==> src/rtl/axis_pipe_slice.sv <==
`default_nettype none
// ============================================================================
// Module      : axis_pipe_slice
// Description : AXI4-Stream register slice built from STAGES cascaded
//               full-throughput skid stages. Both the forward path
//               (tvalid/payload) and the backward path (tready) are
//               registered at every stage, and 1 beat/clk is sustained.
//               Capacity is 2*STAGES words.
//
// Parameters  : DATA_WIDTH  tdata width (multiple of 8), tkeep = DATA_WIDTH/8
//               USER_WIDTH  tuser width (>= 1)
//               STAGES      number of skid stages, 1..8
//
// Ports       : clk, reset                 clock, async active-high reset
//               s_axis_t{data,keep,user,last,valid} / s_axis_tready   upstream
//               m_axis_t{data,keep,user,last,valid} / m_axis_tready   downstream
//
// Option      : AXIS_PIPE_STATS_EN (define to enable)
//               adds stats_clear (in), beat_count / pkt_count (out, 32 bit),
//               counting downstream beats and tlast beats.
//
// Revision    : 1.0  initial release
// ============================================================================
module axis_pipe_slice #(
    parameter int DATA_WIDTH = 32,
    parameter int USER_WIDTH = 1,
    parameter int STAGES     = 2
) (
    input  logic                    clk,
    input  logic                    reset,
    input  logic [DATA_WIDTH-1:0]   s_axis_tdata,
    input  logic [DATA_WIDTH/8-1:0] s_axis_tkeep,
    input  logic [USER_WIDTH-1:0]   s_axis_tuser,
    input  logic                    s_axis_tlast,
    input  logic                    s_axis_tvalid,
    output logic                    s_axis_tready,
    output logic [DATA_WIDTH-1:0]   m_axis_tdata,
    output logic [DATA_WIDTH/8-1:0] m_axis_tkeep,
    output logic [USER_WIDTH-1:0]   m_axis_tuser,
    output logic                    m_axis_tlast,
    output logic                    m_axis_tvalid,
    input  logic                    m_axis_tready
`ifdef AXIS_PIPE_STATS_EN
    ,
    input  logic                    stats_clear,
    output logic [31:0]             beat_count,
    output logic [31:0]             pkt_count
`endif
);

    localparam int KEEP_W = DATA_WIDTH / 8;
    localparam int PW     = DATA_WIDTH + KEEP_W + USER_WIDTH + 1;

    typedef enum logic [1:0] {
        EMPTY = 2'd0,
        BUSY  = 2'd1,
        FULL  = 2'd2
    } state_t;

    // Inter-stage links. Index g is the input of stage g; index STAGES is the
    // downstream port. Ready at index g is the registered ready of stage g.
    logic [PW-1:0] stg_data  [0:STAGES];
    logic          stg_valid [0:STAGES];
    logic          stg_ready [0:STAGES];

    assign stg_data[0]       = {s_axis_tdata, s_axis_tkeep, s_axis_tuser, s_axis_tlast};
    assign stg_valid[0]      = s_axis_tvalid;
    assign s_axis_tready     = stg_ready[0];
    assign stg_ready[STAGES] = m_axis_tready;

    assign {m_axis_tdata, m_axis_tkeep, m_axis_tuser, m_axis_tlast} = stg_data[STAGES];
    assign m_axis_tvalid = stg_valid[STAGES];

    genvar g;
    generate
        for (g = 0; g < STAGES; g++) begin : g_stage
            state_t        state_q, state_d;
            logic [PW-1:0] main_q, main_d;
            logic [PW-1:0] skid_q, skid_d;
            logic          ready_q;
            logic          in_beat;
            logic          out_beat;

            assign in_beat  = stg_valid[g] & ready_q;
            assign out_beat = (state_q != EMPTY) & stg_ready[g+1];

            always_comb begin
                state_d = state_q;
                main_d  = main_q;
                skid_d  = skid_q;
                unique case (state_q)
                    EMPTY: begin
                        if (in_beat) begin
                            state_d = BUSY;
                            main_d  = stg_data[g];
                        end
                    end
                    BUSY: begin
                        if (in_beat && !out_beat) begin
                            // Downstream stalled: park the new word in the skid
                            state_d = FULL;
                            skid_d  = stg_data[g];
                        end else if (out_beat && !in_beat) begin
                            state_d = EMPTY;
                        end else if (in_beat && out_beat) begin
                            main_d  = stg_data[g];
                        end
                    end
                    FULL: begin
                        // ready_q is low here, so no input can arrive
                        if (out_beat) begin
                            state_d = BUSY;
                            main_d  = skid_q;
                        end
                    end
                    default: begin
                        state_d = EMPTY;
                    end
                endcase
            end

            always_ff @(posedge clk or posedge reset) begin
                if (reset) begin
                    state_q <= EMPTY;
                    main_q  <= '0;
                    skid_q  <= '0;
                    ready_q <= 1'b0;
                end else begin
                    state_q <= state_d;
                    main_q  <= main_d;
                    skid_q  <= skid_d;
                    // Ready is registered from the next state, so the skid
                    // register always has room for the one word that can
                    // arrive while this stage's ready is still high.
                    ready_q <= (state_d != FULL);
                end
            end

            assign stg_ready[g]   = ready_q;
            assign stg_valid[g+1] = (state_q != EMPTY);
            assign stg_data[g+1]  = main_q;
        end
    endgenerate

`ifdef AXIS_PIPE_STATS_EN
    logic        m_beat;
    logic [31:0] beat_count_q;
    logic [31:0] pkt_count_q;

    assign m_beat = m_axis_tvalid & m_axis_tready;

    always_ff @(posedge clk or posedge reset) begin
        if (reset) begin
            beat_count_q <= '0;
            pkt_count_q  <= '0;
        end else if (stats_clear) begin
            beat_count_q <= '0;
            pkt_count_q  <= '0;
        end else if (m_beat) begin
            beat_count_q <= beat_count_q + 32'd1;
            if (m_axis_tlast) begin
                pkt_count_q <= pkt_count_q + 32'd1;
            end
        end
    end

    assign beat_count = beat_count_q;
    assign pkt_count  = pkt_count_q;
`endif

endmodule
`default_nettype wire

==> config.mk <==
export PLATFORM = sky130hd
export DESIGN_NAME = axis_pipe_slice
export DESIGN_NICKNAME = d
export VERILOG_FILES = /design/src/rtl/axis_pipe_slice.sv
export SDC_FILE = /design/constraint.sdc
export NUM_CORES = 1
export LEC_CHECK = 0
export ABC_AREA = 1
export CORE_MARGIN = 10
export CORE_UTILIZATION = 55
export DETAILED_ROUTE_END_ITERATION = 10
export PLACE_DENSITY = 0.79
export SLEW_MARGIN = 30
export SYNTH_ARGS = -nofsm -noshare
export SYNTH_HDL_FRONTEND = slang
export SYNTH_SLANG_ARGS = --single-unit
==> constraint.sdc <==
create_clock -name clk -period 7.2 [get_ports clk]
set_input_delay 1.08 -clock clk [delete_from_list [all_inputs] [get_ports clk]]
set_output_delay 1.08 -clock clk [all_outputs]
set_load 0.02 [all_outputs]
==> run_results.csv <==
group,metric,value,unit
run_status,status,"completed",
cts,htreeDepth,4,
worst_setup_path,critical_path_class,"register to output port",
detailed_routing,wl_per_cell,14.5,um
grt,grt_max_degree,92,
cells_and_area,multi_input_area,0.00251,mm^2
cts,root_buffer,"clkbuf_16",
cts,numCtsBuffers,17,
worst_hold_path,min_path_type,"register to register",
floorplanning,dieArea,0.0177,mm^2
place,dpl_cell_area,0.00782,mm^2
timing,slew_violations,0,
worst_setup_path,cp_data_required_time,6.12,ns
cts,clkTransAtPathRegs,0.06,ns
power,power_density,439,mW/mm^2
logic_synthesis,synthTopCellsByArea,"dfrtp_1 (56%), nand2_1 (20%), o21ai_0 (8.3%)",
timing,worstMarginPinSlew,0.839,ns
power,leakage,4.34,nW
floorplanning,floorplan.initialDensity,56.0,%
worst_hold_path,hold_depth,2,
detailed_routing,drt-pass1-iter-count,5,
cts,clkLatencyLatePin,0.42,ns
place,port_buffers,81,
worst_setup_path,r2r_setup_slack,4.78,ns
cells_and_area,drive_gt1_share,5.42,%
detailed_routing,antenna_left,0,
cts,clock_sinks,158,
worst_setup_path,r2r_start,"g_stage[1].state_q[0]$_DFF_PP0_",
logic_synthesis,synth_area_leader_cell,"dfrtp_1",
logic_synthesis,syn_avg_cell_area,8.04,um^2
grt,antenna_found_initial,0,
cells_and_area,seq_area,0.00395,mm^2
power,irDropWorstVdd,0.169,mV
floorplanning,num_io_pins,82,
grt,track_usage,18.5,%
timing,max_freq,351,MHz
cells_and_area,fillers,996,
detailed_routing,via_per_inst,5.15,
timing,fin_setup_tns,0,ns
cells_and_area,area_growth,19.9,%
logic_synthesis,synth_cells,875,
logic_synthesis,syn_area,0.00703,mm^2
cells_and_area,diodes,0,
timing,setup_viol,0,
timing,holdWs,0.467,ns
floorplanning,die_y,133,um
worst_setup_path,r2r.worst_path.cells,6,
detailed_routing,drt_iter0_drc,530,
grt,grt_pass1_vias,5496,
logic_synthesis,ys_seq_elements,158,
cells_and_area,design_area,0.00844,mm^2
timing,period_needed,2.85,ns
floorplanning,design.core.area,0.0126,mm^2
cells_and_area,final_nets,970,
worst_setup_path,crit_arrival,1.77,ns
timing,period_share,39.5,%
worst_hold_path,hold_end,"g_stage[1].main_q[20]$_DFFE_PP0P_",
worst_setup_path,crit_path_max_fanout,12,
logic_synthesis,yosysWarnings,0,
timing,slew_headroom,44.1,%
floorplanning,num_rows,41,
worst_setup_path,startpoint_type,"register",
grt,grt_overflow,0,
detailed_routing,route.detailed.drc,0,
grt,grt_pass1_wl,27.6,mm
cells_and_area,fin_util,67.1,%
cts,clk_path_buf_depth,2,
worst_setup_path,end_kind,"output port",
logic_synthesis,synthesis.nets,917,
floorplanning,die_x,133,um
cts,ctsResizeCount,0,
logic_synthesis,synth_top_cell_area_share,56.2,%
cts,cts_tree,"yes",
timing,rsz0062_at_grt,"false",
cts,post-cts-setup-buffer-count,0,
worst_setup_path,worstReg2RegEnd,"g_stage[1].skid_q[24]$_DFFE_PP0P_",
logic_synthesis,synth.distinct_cells,19,
place,place.gp.congestion,0.755,
place,post-dp-hpwl,10.1,mm
logic_synthesis,yosysSeqAreaShare,56.2,%
detailed_routing,via_count,5733,
worst_setup_path,worstSetupStartpoint,"g_stage[1].state_q[1]$_DFF_PP0_",
run,max-cap-violations,0,
place,dp.cells,1081,
cells_and_area,layout.cells.non_filler,1113,
cts,cts_hold_buffers,0,
timing,finalHoldViolCount,0,
timing,skew,0.00944,ns
worst_hold_path,holdCritStartpoint,"g_stage[1].main_q[20]$_DFFE_PP0P_",
detailed_routing,finalWirelength,16.1,mm
==> layer usage <==
| layer | track usage (%) | up-vias | wire [um] |
|---|---|---|---|
| met5 | 0 | - | 0 |
| met4 | 5.80 | 0 | 179 |
| met3 | 3.98 | 15 | 1070 |
| met2 | 25.5 | 208 | 6950 |
| met1 | 28.3 | 2670 | 7930 |
| li1 | - | 2840 | - |
==> cells in the final DEF (no fill, tap or decap), drive strengths merged, types with 6 or more instances in the layout <==
cell	instances
nand2	377
dfrtp	158
o21ai	124
clkdlybuf4s50	81
nand3	77
inv	74
clkbuf	21
buf	8
nor2	7
clkinv	6
==> worst max-delay path by stage <==
| stage | endpoint | slack [ns] | depth (start not counted) |
|---|---|---|---|
| 5_1_grt | m_axis_tvalid | 4.25 | 3 |
| 4_1_cts | m_axis_tvalid | 4.33 | 3 |
| 3_3_place_gp | g_stage[1].main_q[3]$_DFFE_PP0P_ | 3.91 | 7 |
| 6_report | m_axis_tvalid | 4.35 | 3 |
| 3_5_place_dp | g_stage[0].skid_q[12]$_DFFE_PP0P_ | 4.10 | 3 |
| 2_1_floorplan | g_stage[0].main_q[0]$_DFFE_PP0P_ | 1.86 | 1 |
==> logic make-up after synthesis <==
kind of cell           Yosys count  synth area share, %
AND/OR/NAND/NOR                464                 26.6
buffers and inverters          128                 8.32
AO/OA/AOI/OAI                  125                 8.89
flip-flops                     158                 56.2
==> cell usage after synthesis <==
| master | n |
|---|---|
| nand2_1 | 376 |
| dfrtp_1 | 158 |
| o21ai_0 | 116 |
| nand3_1 | 77 |
| inv_1 | 70 |
| buf_2 | 27 |
| clkbuf_1 | 13 |
| buf_4 | 9 |
| o21ai_1 | 8 |
| buf_6 | 5 |
| nor2_1 | 4 |
| inv_2 | 3 |
| nor2_2 | 3 |
| a21oi_1 | 1 |
| buf_1 | 1 |
| nand2_2 | 1 |
| nand4_1 | 1 |
| nor3_2 | 1 |
| nor3_4 | 1 |
==> cell type report <==
cell class | count | share of cell area [%]
sequential | 158 | 46.9
multi-input combinational | 589 | 29.8
timing repair buffer | 89 | 10.3
clock buffer | 21 | 5.58
inverter | 73 | 3.31
tap | 172 | 2.55
clock inverter | 11 | 1.62
==> state kept, by name (all words and copies together), names as in the netlist <==
register,cells
s_axis_tready,1
g_stage.skid_q,76
g_stage.main_q,76
g_stage.state_q,4
g_stage.ready_q,1
==> report_power, final <==
part	switching, W	internal (W)
clock network	0.000349	0.000571
registers	0.000202	0.00128
logic	0.000838	0.000470
==> worst max-delay path, cell delays in order (launching register included) <==
cell,delay [ns]
dfrtp_1,0.59
nor2_2,0.09
inv_1,0.07
clkdlybuf4s50_1,0.60
==> stage by stage <==
stage	power, W	worst slack [ns]
2_1_floorplan	0.00236	1.86
3_3_place_gp	0.00273	3.91
3_5_place_dp	0.00278	4.10
4_1_cts	0.00372	4.33
5_1_grt	0.00398	4.25
6_report	0.00371	4.35
(Power assumes the default switching activity.)
